**src/rtl/serial_xfer_pkg.sv**
```systemverilog
// Shared types and constants for the framed serial transfer controller.
package serial_xfer_pkg;

    localparam int unsigned DefaultWidth = 4;

    typedef enum logic [1:0] {
        StIdle,
        StShift,
        StGap
    } tx_state_e;

endpackage

```
**src/rtl/shift_cnt.sv**
```systemverilog
// Loadable up/down bit counter with a terminal-count flag.
// Priority per edge: clr, then load, then en.
module shift_cnt #(
    parameter int unsigned     Width   = 2,
    parameter bit              CountUp = 1'b0,
    parameter logic [Width-1:0] TermVal = '0
) (
    input  logic             clk,
    input  logic             reset,
    input  logic             clr,
    input  logic             load,
    input  logic [Width-1:0] load_val,
    input  logic             en,
    output logic [Width-1:0] count,
    output logic             tc
);

    logic [Width-1:0] cnt_q;

    // Counter register with synchronous reset.
    always_ff @(posedge clk) begin
        if (reset) begin
            cnt_q <= '0;
        end else if (clr) begin
            cnt_q <= '0;
        end else if (load) begin
            cnt_q <= load_val;
        end else if (en) begin
            cnt_q <= CountUp ? cnt_q + Width'(1) : cnt_q - Width'(1);
        end
    end

    assign count = cnt_q;
    assign tc    = (cnt_q == TermVal);

endmodule

```
**src/rtl/serial_xfer_ctrl.sv**
```systemverilog
// Framed serial link controller: parallel-to-serial TX with a one-cycle
// inter-word gap, and serial-to-parallel RX with partial-frame error reporting.
module serial_xfer_ctrl
    import serial_xfer_pkg::*;
#(
    parameter int unsigned WIDTH = DefaultWidth
) (
    input  logic             clk,
    input  logic             reset,
    input  logic [WIDTH-1:0] tx_data,
    input  logic             tx_valid,
    output logic             tx_ready,
    output logic             tx_so,
    output logic             tx_frame,
    input  logic             rx_si,
    input  logic             rx_frame,
    output logic [WIDTH-1:0] rx_data,
    output logic             rx_valid,
    output logic             rx_err
);

    localparam int unsigned     CntW    = (WIDTH > 1) ? $clog2(WIDTH) : 1;
    localparam logic [CntW-1:0] LastIdx = CntW'(WIDTH - 1);

    // TX side
    tx_state_e        state_q, state_d;
    logic [WIDTH-1:0] tx_sr_q, tx_sr_d;
    logic             tx_frame_q, tx_frame_d;
    logic             tx_cnt_load, tx_cnt_en, tx_tc;
    logic [CntW-1:0]  tx_cnt;

    // RX side; only WIDTH-1 bits need storing, the last bit comes from rx_si
    logic [WIDTH-2:0] rx_sr_q, rx_sr_d;
    logic [WIDTH-1:0] rx_data_q, rx_data_d, rx_word;
    logic             rx_valid_q, rx_valid_d;
    logic             rx_err_q, rx_err_d;
    logic             rx_cnt_clr, rx_cnt_en, rx_tc;
    logic [CntW-1:0]  rx_cnt;

    shift_cnt #(
        .Width   (CntW),
        .CountUp (1'b0),
        .TermVal ('0)
    ) u_tx_cnt (
        .clk      (clk),
        .reset    (reset),
        .clr      (1'b0),
        .load     (tx_cnt_load),
        .load_val (LastIdx),
        .en       (tx_cnt_en),
        .count    (tx_cnt),
        .tc       (tx_tc)
    );

    shift_cnt #(
        .Width   (CntW),
        .CountUp (1'b1),
        .TermVal (LastIdx)
    ) u_rx_cnt (
        .clk      (clk),
        .reset    (reset),
        .clr      (rx_cnt_clr),
        .load     (1'b0),
        .load_val ('0),
        .en       (rx_cnt_en),
        .count    (rx_cnt),
        .tc       (rx_tc)
    );

    // TX next-state: accept in idle, shift WIDTH bits, then one gap cycle.
    always_comb begin
        state_d     = state_q;
        tx_sr_d     = tx_sr_q;
        tx_cnt_load = 1'b0;
        tx_cnt_en   = 1'b0;
        unique case (state_q)
            StIdle: begin
                if (tx_valid) begin
                    tx_sr_d     = tx_data;
                    tx_cnt_load = 1'b1;
                    state_d     = StShift;
                end
            end
            StShift: begin
                // Zero fill leaves the register clear, so tx_so idles low.
                tx_sr_d   = {tx_sr_q[WIDTH-2:0], 1'b0};
                tx_cnt_en = (tx_cnt != '0);
                if (tx_tc) begin
                    state_d = StGap;
                end
            end
            StGap: begin
                state_d = StIdle;
            end
            default: begin
                state_d = StIdle;
            end
        endcase
        tx_frame_d = (state_d == StShift);
    end

    // RX next-state: assemble words, flag frames that end mid-word.
    always_comb begin
        rx_word    = {rx_sr_q, rx_si};
        rx_sr_d    = rx_sr_q;
        rx_data_d  = rx_data_q;
        rx_valid_d = 1'b0;
        rx_err_d   = 1'b0;
        rx_cnt_clr = 1'b0;
        rx_cnt_en  = 1'b0;
        if (rx_frame) begin
            rx_sr_d = rx_word[WIDTH-2:0];
            if (rx_tc) begin
                rx_data_d  = rx_word;
                rx_valid_d = 1'b1;
                rx_cnt_clr = 1'b1;
            end else begin
                rx_cnt_en = 1'b1;
            end
        end else if (rx_cnt != '0) begin
            rx_cnt_clr = 1'b1;
            rx_err_d   = 1'b1;
        end
    end

    // State and output registers with synchronous reset.
    always_ff @(posedge clk) begin
        if (reset) begin
            state_q    <= StIdle;
            tx_sr_q    <= '0;
            tx_frame_q <= 1'b0;
            rx_sr_q    <= '0;
            rx_data_q  <= '0;
            rx_valid_q <= 1'b0;
            rx_err_q   <= 1'b0;
        end else begin
            state_q    <= state_d;
            tx_sr_q    <= tx_sr_d;
            tx_frame_q <= tx_frame_d;
            rx_sr_q    <= rx_sr_d;
            rx_data_q  <= rx_data_d;
            rx_valid_q <= rx_valid_d;
            rx_err_q   <= rx_err_d;
        end
    end

    assign tx_ready = (state_q == StIdle);
    assign tx_so    = tx_sr_q[WIDTH-1];
    assign tx_frame = tx_frame_q;
    assign rx_data  = rx_data_q;
    assign rx_valid = rx_valid_q;
    assign rx_err   = rx_err_q;

endmodule

```
**config.mk**
```make
export PLATFORM = sky130hd
export DESIGN_NAME = serial_xfer_ctrl
export DESIGN_NICKNAME = d
export VERILOG_FILES = /design/src/rtl/serial_xfer_pkg.sv /design/src/rtl/shift_cnt.sv /design/src/rtl/serial_xfer_ctrl.sv
export SDC_FILE = /design/constraint.sdc
export NUM_CORES = 1
export LEC_CHECK = 0
export BUFFER_PORTS_ARGS = -buffer_cell sky130_fd_sc_hd__buf_4
export CAP_MARGIN = 5
export CORE_MARGIN = 2
export CORE_UTILIZATION = 49
export CTS_BUF_LIST = sky130_fd_sc_hd__clkbuf_4 sky130_fd_sc_hd__clkbuf_8
export DETAILED_ROUTE_END_ITERATION = 8
export PLACE_DENSITY = 0.76
export SYNTH_ARGS = -nofsm -noshare
export SYNTH_HDL_FRONTEND = slang
export SYNTH_SLANG_ARGS = --single-unit
```
**constraint.sdc**
```tcl
create_clock -name clk -period 1.2 [get_ports clk]
set_input_delay 0.18 -clock clk [delete_from_list [all_inputs] [get_ports clk]]
set_output_delay 0.18 -clock clk [all_outputs]
set_load 0.05 [all_outputs]
```
# Word level (Yosys, flattened, before mapping)
# Index checks and enable logic that the tools add are counted.
word_totals:
  reg_bits: 20
  inputBits: 9
  out_inout_bits: 9
  wordCells: 42
op_classes:
  addsub: 2
  n_eq_ne: 4
  muxes: 15
  n_bitwise: 1
  reduce_logical: 11
ops:
  columns: ["cell", "n"]
  rows:
  - ["$mux W1", 8]
  - ["$mux W2", 4]
  - ["$pmux W4 S2", 1]
  - ["$reduce_bool A2 Y1", 4]
  - ["$reduce_or A2 Y1", 3]
  - ["$eq A2 B1 Y1 const B", 2]
  - ["$logic_not A2 Y1", 2]
  - ["$mux W4", 1]
  - ["$pmux W2 S2", 1]
  - ["$reduce_and A2 Y1", 2]
  - ["$add A2 B1 Y2 const B", 1]
  - ["$eq A2 B2 Y1 const B", 1]
  - ["$ne A2 B2 Y1 const B", 1]
  - ["$sub A2 B1 Y2 const B", 1]
  - ["$not A1 Y1", 1]

# Longest topological paths before layout
# Gate-level depths: netlist of the first run.
logic_depth:
  ltp_word: 4
  ltp_mapped: 5
  ltp_nobuf: 5

# Modules after synthesis
# From an unflattened synthesis of the first run, not the netlist that was laid out.
unflattened:
  cells_unflattened: 94
  hier_area_um2: 862.1
by_module_without_submodules:
  columns: ["mod", "instances", "cells_per_inst", "area_each_um2", "seq_area_each_um2"]
  rows:
  - ["serial_xfer_ctrl", 1, 70, 621.8, 320.3]
  - ["shift_cnt at u_tx_cnt", 1, 14, 127.6, 40.0]
  - ["shift_cnt at u_rx_cnt", 1, 10, 112.6, 40.0]

# Worst setup path after synthesis of the first run
# OpenSTA, ideal clock, no wires.
synth_timing:
  path_type: "reg-to-reg"
  startpoint: "register state_q[0]"
  endpoint: "register tx_sr_q[0]"
  setup_time_ps: 67
  arrival_ps: 1440
  t_required_ps: 1133
  path_slack_ps: -307
  stages_incl_launch_ff: 5
  path_buffers: 1
  synth_period_minus_slack_ps: 1507
  cell_sequence: "dfxtp_1 -> buf_4 -> nor2_1 -> a32oi_1 -> nor2_1"
synth_between:
  elab_chain_len: 3
  word_cells_on_any_way: 6
  classes_between: "eq/ne (2); mux (1); reduce/logical (3)"
synth_rtl:
  columns: ["item", "line", "source"]
  rows:
  - ["start, declared", "serial_xfer_ctrl.sv:26", "tx_state_e state_q, state_d;"]
  - ["start signal, assigned", "serial_xfer_ctrl.sv:129", "state_q <= StIdle;"]
  - ["start signal, assigned", "serial_xfer_ctrl.sv:137", "state_q <= state_d;"]
  - ["$logic_not A2 Y1 (*)", null, null]
  - ["via tx_ready", "serial_xfer_ctrl.sv:12", "output logic tx_ready,"]
  - ["$ne A2 B2 Y1 (no line) or $reduce_bool A2 Y1 (tied branches)", null, null]
  - ["$reduce_and A2 Y1 (no line)", null, null]
  - ["end signal, assigned", "serial_xfer_ctrl.sv:138", "tx_sr_q <= tx_sr_d;"]
  - ["end, declared", "serial_xfer_ctrl.sv:27", "logic [WIDTH-1:0] tx_sr_q, tx_sr_d;"]
# Mark *: on every way through the listed nets, which the timed path passes. The rest lies on a longest branch.
# A chain may end at the register's enable or synchronous reset.

# Worst setup path after layout of the first run
layout_timing:
  startpoint: "register u_tx_cnt.cnt_q[0], in the netlist u_tx_cnt.count[0]"
  endpoint: "register u_tx_cnt.cnt_q[0], in the netlist u_tx_cnt.count[0]"
layout_between:
  elab_chain_len: 3
  word_cells_on_any_way: 6
  classes_between: "add/sub (1); mux (3); reduce/logical (2)"
layout_rtl:
  columns: ["item", "line", "source"]
  rows:
  - ["start, declared", "shift_cnt.sv:18", "logic [Width-1:0] cnt_q;"]
  - ["start signal, assigned", "shift_cnt.sv:27", "cnt_q <= load_val;"]
  - ["start signal, assigned", "shift_cnt.sv:29", "cnt_q <= CountUp ? cnt_q + Width'(1) : cnt_q - Width'(1);"]
  - ["$sub A2 B1 Y2 or $reduce_bool A2 Y1 (tied branches)", "shift_cnt.sv:29, serial_xfer_ctrl.sv:87", null]
  - ["$mux W2 or $mux W1 (tied branches)", "shift_cnt.sv:28, serial_xfer_ctrl.sv:76", null]
  - ["$mux W2 or $reduce_bool A2 Y1 (tied branches)", null, null]
# Several ways; a longest one is shown, not always the timed one. The select of a mux whose other input is x is not followed.

==> results of run 1 <==
flip-flops by register name (all words and copies together) (netlist names):
signal,cells
u_rx_cnt.count,2
state_q,2
rx_data,4
rx_valid,1
tx_frame,1
rx_err,1
u_tx_cnt.count,2
tx_sr_q,4
rx_sr_q,3
layer usage:
layer	track usage, %	up-vias	wire, um
met1	22.4	316	692
li1	-	342	-
met3	7.20	2	94
met2	31.7	18	805
met5	0	-	0
met4	5.29	0	18
per-stage QoR:
step	instances	power (mW)
2_1_floorplan	86	0.979
3_3_place_gp	120	1.07
3_5_place_dp	120	1.08
4_1_cts	125	1.42
5_1_grt	125	1.50
6_report	125	1.42
cells by family after synthesis:
group	synth area share, %
and+or+nand+nor	20.5
DFF	48.3
AOI/OAI and AO/OA	14.2
buffers and inverters	4.53
muxes	7.85
adders and majority gates	4.53
tightest hold or removal path: cells and delay by family:
family / cells / cell delay, ns
mux: 1 / 0.06
simple gates: 1 / 0.07
buf+inv: 1 / 0.09
final cells by class:
type / count / area [um^2]
tap: 16 / 20.0
fill: 134 / 465
multi-input combinational: 58 / 427
clock buffer: 3 / 22.5
sequential: 20 / 404
inverter: 4 / 15.0
timing repair buffer: 24 / 188
power by group through the flow:
stage | sequential (mW) | clock (mW) | combinational, mW
2_1_floorplan | 0.780 | 0 | 0.199
3_3_place_gp | 0.747 | 0 | 0.319
3_5_place_dp | 0.751 | 0 | 0.331
4_1_cts | 0.739 | 0.315 | 0.365
5_1_grt | 0.744 | 0.340 | 0.412
6_report | 0.739 | 0.297 | 0.381
path summary, 6_finish.rpt:
check | startpoint | to | cells past startpoint
hold / removal | rx_si | rx_sr_q[0]$_SDFFE_PP0P_ | 3
hold reg to reg | rx_data[1]$_SDFFE_PP0P_ | rx_data[1]$_SDFFE_PP0P_ | 2
setup / recovery | u_tx_cnt.count[0]$_SDFFE_PP0P_ | u_tx_cnt.count[0]$_SDFFE_PP0P_ | 5
setup reg to reg | u_tx_cnt.count[0]$_SDFFE_PP0P_ | u_tx_cnt.count[0]$_SDFFE_PP0P_ | 5
what timing repair did:
item                       CTS  global route
setup endpoints to repair    2             6
buffers inserted             3             0
gates resized for setup      8             3
pin swaps                    2             0
cell usage in the layout, fill, tap and decap left out, drive strengths merged, types with 2 or more instances in the layout:
cell type | synthesis | final
nand2 | 10 | 10
dfxtp | 20 | 20
and4bb | 2 | 2
mux2i | 5 | 5
a211oi | 3 | 3
nor2 | 14 | 14
a21oi | 6 | 6
ha | 3 | 3
nand3 | 4 | 4
nor3 | 2 | 2
inv | 4 | 4
clkbuf | 0 | 3
buf | 4 | 24
==> results.cfg, run 1 <==
[status]
result_of_the_run = finished with violations
violations_in_the_final_reports = setup timing

[timing]
timing.setup.tns_ns = -0.00347
setup_ws_ns = -0.00347
worst_hold_slack_ns = 0.147
final_max_slew_viol_count = 0
clock.fmax_mhz = 831
worst_clk_skew_ns = 0.00149
setup_viol_count_final = 1
finalWorstPathRequiredPeriod_ns = 1.20
timing_worst_slew_pin_value_ns = 0.226
final_min_period_over_clock_period_pct = 100
setup_repair_after_global_routing_missed_its_margin = true
max-slew-margin-rel_pct = 84.9
hold_violations = 0

[layout]
finalNetCount = 123
insertedDiodeCount = 0
flow.area_growth_from_synthesis_pct = 29.9
drive_gt1_share_pct = 40.4
layout.core_utilization_pct = 69.8
final_design_area_no_fill_um2 = 1080

[logic_synthesis]
synth_top_area_cells = sky130_fd_sc_hd__dfxtp_1 48%, sky130_fd_sc_hd__nor2_1 6.3%, sky130_fd_sc_hd__mux2i_1 6.0%
synthDominantAreaCellType = sky130_fd_sc_hd__dfxtp_1
synth-warning-count = 0
yosysUniqueCellTypes = 24
ys_seq_elements = 20
syn_nets = 98
synth.cells.most_frequent = 20 x sky130_fd_sc_hd__dfxtp_1, 14 x sky130_fd_sc_hd__nor2_1, 9 x sky130_fd_sc_hd__nand2_1
yosysTopAreaCellShare_pct = 48.3
synth-edff-count = 0
avgSynthCellArea_um2 = 9.63
netlist_instances = 86
synthesis.area_um2 = 828
synth.yosys.seq_area_share_pct = 48.3
post-synth-top-count-cell = sky130_fd_sc_hd__dfxtp_1
asyncSetResetFlopFracSynth_pct = 0
synth-main-ff-cell = sky130_fd_sc_hd__dfxtp_1

[floorplan]
initial_util_pct = 53.7
boundaryPins = 18
chipWidth_um = 45.1
floorplan.die.height_um = 45.1
design.core.area_um2 = 1540
placementRows = 14
die-area_um2 = 2040

[setup_path]
worst_setup_path_end_kind = register
start_kind = register
highest_net_fanout_along_the_worst_path = 4
critPathMaxStageDelay_ns = 0.34
timing.critical_path.required_ns = 1.40
crit_type = register to register
worst-endpoint-arrival_ns = 1.40
cpMaxStageDelayCell = sky130_fd_sc_hd__dfxtp_2
regToRegSetupSlack_ns = -0.003
worst_path_buffer_plus_inverter_count = 1
critical-path-top-delay-family = flip-flops
crit_path_cell_trace = inv_2 -> ha_4 -> nor2_2 -> mux2_4 -> a221oi_4

[route]
post_detailed_route_wirelength_per_cell_um = 12.9
vias_per_cell = 5.42
drt_first_iter_violations = 4
num_vias = 678
drt-pass1-iter-count = 5
ant_nets = 0
post-route-drc-count = 0
wl_um = 1610

[pwr]
power_per_unit_of_standard_cell_area_nw_per_um2 = 1320
clkPwrFrac_pct = 20.9
peakVddDrop_v = 0.00115
power.static_leakage_nw = 0.458
internal_power_mw = 1.01
power.combinational.fraction_pct = 26.9
switchingPower_mw = 0.406
seq_power_share_pct = 52.2
swShare_pct = 28.6

[placed_design]
gp_routability_congestion = 0.748
dpl-instance-area_um2 = 1000
place_hpwl_um = 1190
place_worst_setup_slack_ns = -0.0693
place.port_buffers = 17

[global_routing]
grt_max_degree = 21
grt_remaining_overflow = 0
number_of_global_route_vias_before_repair = 625
grt_usage_pct = 18.9
initial_antenna_violation_count = 0
global_route_wire_length_before_repair_um = 2690

[clock_tree]
hold_buffers = 0
number_of_buffers_between_clock_root_and_the_deepest_sink = 2
cts_tree = yes
tritoncts_num_sinks = 20
cts-buffers-inserted = 3
clock_tree.root_cell = sky130_fd_sc_hd__clkbuf_4
worst_skew_pair.late_latency_ns = 0.29
clkSlewWorstSetupHoldPaths_ns = 0.10
cts_max_level = 1

[run]
timing.max_cap.violations = 0

[hold_path]
hold_class = primary input to register
(Power assumes the default switching activity.)
==> run 2, diff against run 1 <==
--- a/config.mk
+++ b/config.mk
@@ -8,10 +8,11 @@
 export BUFFER_PORTS_ARGS = -buffer_cell sky130_fd_sc_hd__buf_4
 export CAP_MARGIN = 5
 export CORE_MARGIN = 2
-export CORE_UTILIZATION = 49
-export CTS_BUF_LIST = sky130_fd_sc_hd__clkbuf_4 sky130_fd_sc_hd__clkbuf_8
+export CORE_UTILIZATION = 46
+export CTS_BUF_LIST = sky130_fd_sc_hd__clkbuf_4 sky130_fd_sc_hd__clkbuf_8 sky130_fd_sc_hd__clkbuf_16
 export DETAILED_ROUTE_END_ITERATION = 8
-export PLACE_DENSITY = 0.76
+export PLACE_DENSITY = 0.8
+export SLEW_MARGIN = 20
 export SYNTH_ARGS = -nofsm -noshare
 export SYNTH_HDL_FRONTEND = slang
 export SYNTH_SLANG_ARGS = --single-unit
==> run 2 against run 1 <==
The run still ends with setup timing left. Clock power grew 31%. Global-route usage fell by 0.42 points. Wire length up 7.6%. Via count increased by 1.6%. Critical path depth fell by 2. Largest power group unchanged. Clock-buffer cell count up 1. Clock skew about the same. Worst hold slack lost 0.014 ns. Cell area increased by 2.4%. Worst setup slack worse by 0.041 ns. Non-clock buffer count up 1. Sequential power hardly changed.
==> results.cfg, run 2 (synthesized netlist as in run 1, its figures left out) <==
[status]
result_of_the_run = finished with violations
violations_in_the_final_reports = setup timing

[clock_tree]
cts_tree = yes
number_of_buffers_between_clock_root_and_the_deepest_sink = 2
clock_tree.root_cell = sky130_fd_sc_hd__clkbuf_4
tritoncts_num_sinks = 20
clkSlewWorstSetupHoldPaths_ns = 0.11
cts_max_level = 1
worst_skew_pair.late_latency_ns = 0.30
cts-buffers-inserted = 3
hold_buffers = 0

[floorplan]
chipWidth_um = 46.4
boundaryPins = 18
floorplan.die.height_um = 46.4
die-area_um2 = 2160
design.core.area_um2 = 1710
initial_util_pct = 48.5
placementRows = 15

[global_routing]
initial_antenna_violation_count = 0
grt_usage_pct = 18.5
number_of_global_route_vias_before_repair = 589
global_route_wire_length_before_repair_um = 2660
grt_max_degree = 21
grt_remaining_overflow = 0

[hold_path]
hold_class = primary input to register

[setup_path]
start_kind = register
crit_type = register to output port
timing.critical_path.required_ns = 1.02
highest_net_fanout_along_the_worst_path = 2
worst-endpoint-arrival_ns = 1.06
worst_setup_path_end_kind = output port

[timing]
hold_violations = 0
setup_ws_ns = -0.0445
worst_clk_skew_ns = 0.00192
max-slew-margin-rel_pct = 85.6
final_max_slew_viol_count = 0
finalWorstPathRequiredPeriod_ns = 1.24
final_min_period_over_clock_period_pct = 104
setup_viol_count_final = 1
clock.fmax_mhz = 804
setup_repair_after_global_routing_missed_its_margin = true
timing_worst_slew_pin_value_ns = 0.215

[pwr]
power_per_unit_of_standard_cell_area_nw_per_um2 = 1370
power.static_leakage_nw = 0.469
peakVddDrop_v = 0.000744

[placed_design]
place.detailed.instances = 128
place_worst_setup_slack_ns = -0.0217
place.port_buffers = 17
place_hpwl_um = 1160
gp_routability_congestion = 0.706

[route]
vias_per_cell = 5.07
highest_layer = met4
drt_first_iter_violations = 17
post_detailed_route_wirelength_per_cell_um = 12.8
wl_um = 1730
wirelength_met1_um = 776
post-route-drc-count = 0
num_vias = 689
sum_of_met3_wire_segment_lengths_after_detailed_routing_um = 58
wl_met2_um = 887
drt-pass1-iter-count = 4
ant_nets = 0

[layout]
most_frequent_standard_cell_in_the_layout_excluding_fill_and_tap_cells = sky130_fd_sc_hd__buf_4
finalNetCount = 124
final-instance-count-excl-fill = 136
most-common-layout-cells = 23 x sky130_fd_sc_hd__buf_4, 17 x sky130_fd_sc_hd__dfxtp_1, 13 x sky130_fd_sc_hd__nor2_1
insertedDiodeCount = 0
flow.area_growth_from_synthesis_pct = 33.1
drive_gt1_share_pct = 41.4

[run]
timing.max_cap.violations = 0
[run 2: final timing paths]
path                                                      from  cells past startpoint  slack, ns                        endpoint
worst max-delay path                     state_q[0]$_SDFF_PP0_                      3      -0.04                        tx_ready
worst max register to register  u_tx_cnt.count[0]$_SDFFE_PP0P_                      5       0.01  u_tx_cnt.count[0]$_SDFFE_PP0P_
worst min register to register         rx_data[3]$_SDFFE_PP0P_                      2       0.47         rx_data[3]$_SDFFE_PP0P_
worst min-delay path                                     rx_si                      3       0.13         rx_sr_q[0]$_SDFFE_PP0P_
[run 2: per-layer routing]
metal  global-route usage (%)  vias up
met5                        0        -
li1                         -      348
met1                     22.7      327
met3                     4.71        2
met4                     8.57        0
met2                     30.0       12
[run 2: repair_timing]
action | CTS | global route
buffers inserted | 4 | 1
pin swaps | 2 | 3
setup endpoints to repair | 2 | 8
gates resized for setup | 9 | 2
[run 2: where the power goes]
part	switching [mW]	internal (mW)
Clock	0.204	0.185
Sequential	0.0293	0.711
Combinational	0.198	0.185
[run 2: worst max-delay path: stages (launching register included)]
cell,delay (ns)
sky130_fd_sc_hd__dfxtp_4,0.36
sky130_fd_sc_hd__buf_6,0.11
sky130_fd_sc_hd__nor2_4,0.12
sky130_fd_sc_hd__buf_6,0.17
[run 2: layout make-up]
type                    instances  area (um^2)
clock buffers                   4         36.3
flip-flops and latches         20          407
well taps                      25         31.3
repair buffers                 25          195
multi-input cells              58          418
fillers                       145          606
inverters                       4         15.0
[run 2: through the flow]
step	util, %	setup TNS [ns]	instance area [um^2]	total power, mW	hold slack (ns)
CTS	63.7	0	1090	1.50	0.120
global placement	58.8	0	1000	1.06	0.425
finish	64.5	-0.0445	1100	1.51	0.133
global route	64.5	-0.168	1100	1.59	0.129
detailed placement	58.8	-0.0217	1000	1.08	0.435
floorplan	-	0	838	0.979	0.327
==> run 3, diff against run 2 <==
--- a/config.mk
+++ b/config.mk
@@ -15,4 +15,5 @@
 export SLEW_MARGIN = 20
 export SYNTH_ARGS = -nofsm -noshare
 export SYNTH_HDL_FRONTEND = slang
+export SYNTH_HIERARCHICAL = 1
 export SYNTH_SLANG_ARGS = --single-unit
==> run 3 against run 2 <==
The run still ends with setup timing left. Largest cell class unchanged. Final cell count grew 13%. Worst hold slack gained 0.0046 ns. Maximum frequency is 0.31% lower. Critical endpoint unchanged. Synthesized area increased by 4.1%. Critical path type unchanged. Sequential power shrank 2%. Register-to-register slack got worse by 0.02 ns. Flip-flop and latch count is the same. Clock skew is essentially flat. Sequential share of layout area is 3.9 points lower. Clock power hardly changed.
==> results.cfg, run 3 <==
[floorplan]
die-area_um2 = 2240
placementRows = 15
chipWidth_um = 47.3
design.core.area_um2 = 1750
boundaryPins = 18
floorplan.die.height_um = 47.3
initial_util_pct = 49.4

[logic_synthesis]
synth-warning-count = 6
synth_top_area_cells = sky130_fd_sc_hd__dfxtp_1 46%, sky130_fd_sc_hd__mux2i_1 5.8%, sky130_fd_sc_hd__a21oi_1 4.6%
post-synth-top-count-cell = sky130_fd_sc_hd__dfxtp_1
yosysUniqueCellTypes = 25
asyncSetResetFlopFracSynth_pct = 0
yosysTopAreaCellShare_pct = 46.4
synthesis.area_um2 = 862
netlist_instances = 94
synth-main-ff-cell = sky130_fd_sc_hd__dfxtp_1
synth-edff-count = 0
synth.yosys.seq_area_share_pct = 46.4
synth.cells.most_frequent = 20 x sky130_fd_sc_hd__dfxtp_1, 9 x sky130_fd_sc_hd__inv_1, 8 x sky130_fd_sc_hd__a21oi_1, 8 x sky130_fd_sc_hd__nor2_1, 6 x sky130_fd_sc_hd__nand2_1
synthDominantAreaCellType = sky130_fd_sc_hd__dfxtp_1
ys_seq_elements = 20
avgSynthCellArea_um2 = 9.17

[global_routing]
grt_usage_pct = 16.8
grt_remaining_overflow = 0
global_route_wire_length_before_repair_um = 2580
number_of_global_route_vias_before_repair = 629
grt_max_degree = 22
initial_antenna_violation_count = 0

[layout]
insertedDiodeCount = 0
most-common-layout-cells = 23 x sky130_fd_sc_hd__buf_4, 16 x sky130_fd_sc_hd__dfxtp_1, 10 x sky130_fd_sc_hd__conb_1
drive_gt1_share_pct = 40.3
finalNetCount = 141
flow.area_growth_from_synthesis_pct = 43.4
final-instance-count-excl-fill = 154
layout.core_utilization_pct = 70.8
most_frequent_standard_cell_in_the_layout_excluding_fill_and_tap_cells = sky130_fd_sc_hd__buf_4

[setup_path]
worstReg2RegEnd = u_tx_cnt/count[0]$_SDFFE_PP0P_
critPathMaxStageDelay_ns = 0.34
regToRegSetupSlack_ns = -0.01
worst_setup_path_end_kind = output port
timing.critical_path.required_ns = 1.02
crit_path_cell_trace = buf_6 -> nor2_4 -> buf_8
worstRegToRegCells = 6
highest_net_fanout_along_the_worst_path = 3
start_kind = register
worst_r2r_start = state_q[0]$_SDFF_PP0_
cpMaxStageDelayCell = sky130_fd_sc_hd__dfxtp_2
crit_type = register to output port
worst-endpoint-arrival_ns = 1.07

[status]
result_of_the_run = finished with violations
violations_in_the_final_reports = setup timing

[hold_path]
holdCritStartpoint = rx_frame
min_delay_worst_endpoint = rx_err$_SDFF_PP0_
hold_class = primary input to register
hold_depth = 2

[route]
post_detailed_route_wirelength_per_cell_um = 11.4
drt-pass1-iter-count = 4
num_vias = 728
wl_um = 1760
drt_first_iter_violations = 7
vias_per_cell = 4.73
ant_nets = 0
post-route-drc-count = 0

[pwr]
seq_power_share_pct = 51.1
power.static_leakage_nw = 0.537
internal_power_mw = 1.03
totalPowerFinal_mw = 1.42
peakVddDrop_v = 0.000743
power_per_unit_of_standard_cell_area_nw_per_um2 = 1150
clkPwrFrac_pct = 27.2
switchingPower_mw = 0.389
swShare_pct = 27.4
power.combinational.fraction_pct = 21.6

[timing]
setup_repair_after_global_routing_missed_its_margin = true
clock.fmax_mhz = 801
worst_clk_skew_ns = 0.00172
final_min_period_over_clock_period_pct = 104
setup_viol_count_final = 2
finalWorstPathRequiredPeriod_ns = 1.25
setup_ws_ns = -0.0484
timing.setup.tns_ns = -0.0569
hold_violations = 0
final_max_slew_viol_count = 0
worst_hold_slack_ns = 0.138

[run]
timing.max_cap.violations = 0

[placed_design]
place.port_buffers = 17
gp_routability_congestion = 0.735
place_hpwl_um = 1170
place.detailed.instances = 145

[clock_tree]
clock_tree.root_cell = sky130_fd_sc_hd__clkbuf_4
cts-buffers-inserted = 3
hold_buffers = 0
number_of_buffers_between_clock_root_and_the_deepest_sink = 2
cts_max_level = 1
tritoncts_num_sinks = 20
clkSlewWorstSetupHoldPaths_ns = 0.11
cts_tree = yes
worst_skew_pair.late_latency_ns = 0.30
==> run 3: cell count changes in the layout (fill, tap and decap cells not counted), moves of 3 or more <==
cell	previous run	this run
sky130_fd_sc_hd__nand2_1	9	5
sky130_fd_sc_hd__inv_1	2	7
sky130_fd_sc_hd__nor2b_1	0	3
sky130_fd_sc_hd__o221a_1	0	3
sky130_fd_sc_hd__conb_1	0	10
sky130_fd_sc_hd__a2111oi_2	0	3
sky130_fd_sc_hd__nor2_1	13	7
sky130_fd_sc_hd__nor3_1	2	5
==> run 3: worst max-delay path by stage <==
stage / startpoint / end / cells past startpoint
floorplan: state_q[1]$_SDFF_PP0_ / u_tx_cnt/count[0]$_SDFFE_PP0P_ / 5
global placement: state_q[1]$_SDFF_PP0_ / u_tx_cnt/count[0]$_SDFFE_PP0P_ / 4
detailed placement: state_q[1]$_SDFF_PP0_ / u_tx_cnt/count[0]$_SDFFE_PP0P_ / 4
CTS: state_q[0]$_SDFF_PP0_ / tx_ready / 3
global route: state_q[0]$_SDFF_PP0_ / tx_ready / 3
finish: state_q[0]$_SDFF_PP0_ / tx_ready / 3
==> run 3: area by class of cell <==
| cell class | count | area (um^2) |
|---|---|---|
| Timing Repair Buffer | 26 | 210 |
| Inverter | 9 | 36.3 |
| Clock buffer | 4 | 36.3 |
| Multi-Input combinational cell | 70 | 514 |
| Tap cell | 25 | 31.3 |
| Fill cell | 141 | 509 |
| Sequential cell | 20 | 408 |
==> run 3: power groups by stage <==
| stage | Clock, mW | Sequential, mW | Combinational (mW) |
|---|---|---|---|
| 6_report | 0.386 | 0.725 | 0.307 |
| 5_1_grt | 0.415 | 0.729 | 0.330 |
| 4_1_cts | 0.401 | 0.724 | 0.268 |
| 3_5_place_dp | 0 | 0.738 | 0.253 |
| 3_3_place_gp | 0 | 0.736 | 0.246 |
| 2_1_floorplan | 0 | 0.769 | 0.142 |
==> run 3: metal layers <==
| layer | GRT usage (%) | share of wire, % |
|---|---|---|
| met4 | 10.0 | 1.7 |
| met5 | 0 | 0 |
| met1 | 20.9 | 46 |
| met3 | 3.46 | 4.0 |
| met2 | 26.5 | 48 |
==> run 3: worst max-delay path: cells and delay by family (launching register included) <==
kind                   cells  cell delay [ns]
and+or+nand+nor            1             0.14
buffers and inverters      2             0.28
DFF                        1             0.34
==> run 3: per-stage QoR <==
step	worst slack (ns)	instance area, um^2
floorplan	-0.0748	923
global placement	0.0249	1100
detailed placement	-0.0316	1100
CTS	-0.0439	1170
global route	-0.0844	1240
finish	-0.0484	1240
==> run 3: cells by family (layout without fill, tap and decap cells) <==
family / count (synthesis) / in the layout / synth area share [%]
xor gates and xnor gates: 2 / 2 / 2.03
DFF: 20 / 20 / 46.4
other: 2 / 10 / 0.871
buffers and inverters: 12 / 39 / 5.66
and+or+nand+nor: 34 / 34 / 20.6
muxes: 5 / 5 / 5.81
AOI/OAI and AO/OA: 17 / 17 / 15.7
adders and majority gates: 2 / 2 / 2.90
==> run 3: repair_timing <==
action                                  4_1_cts  5_1_grt
pin swaps                                     2        6
endpoints found under the setup margin        5        8
gates resized for setup                       6       13
gates cloned                                  0        0
setup buffers                                 3        2
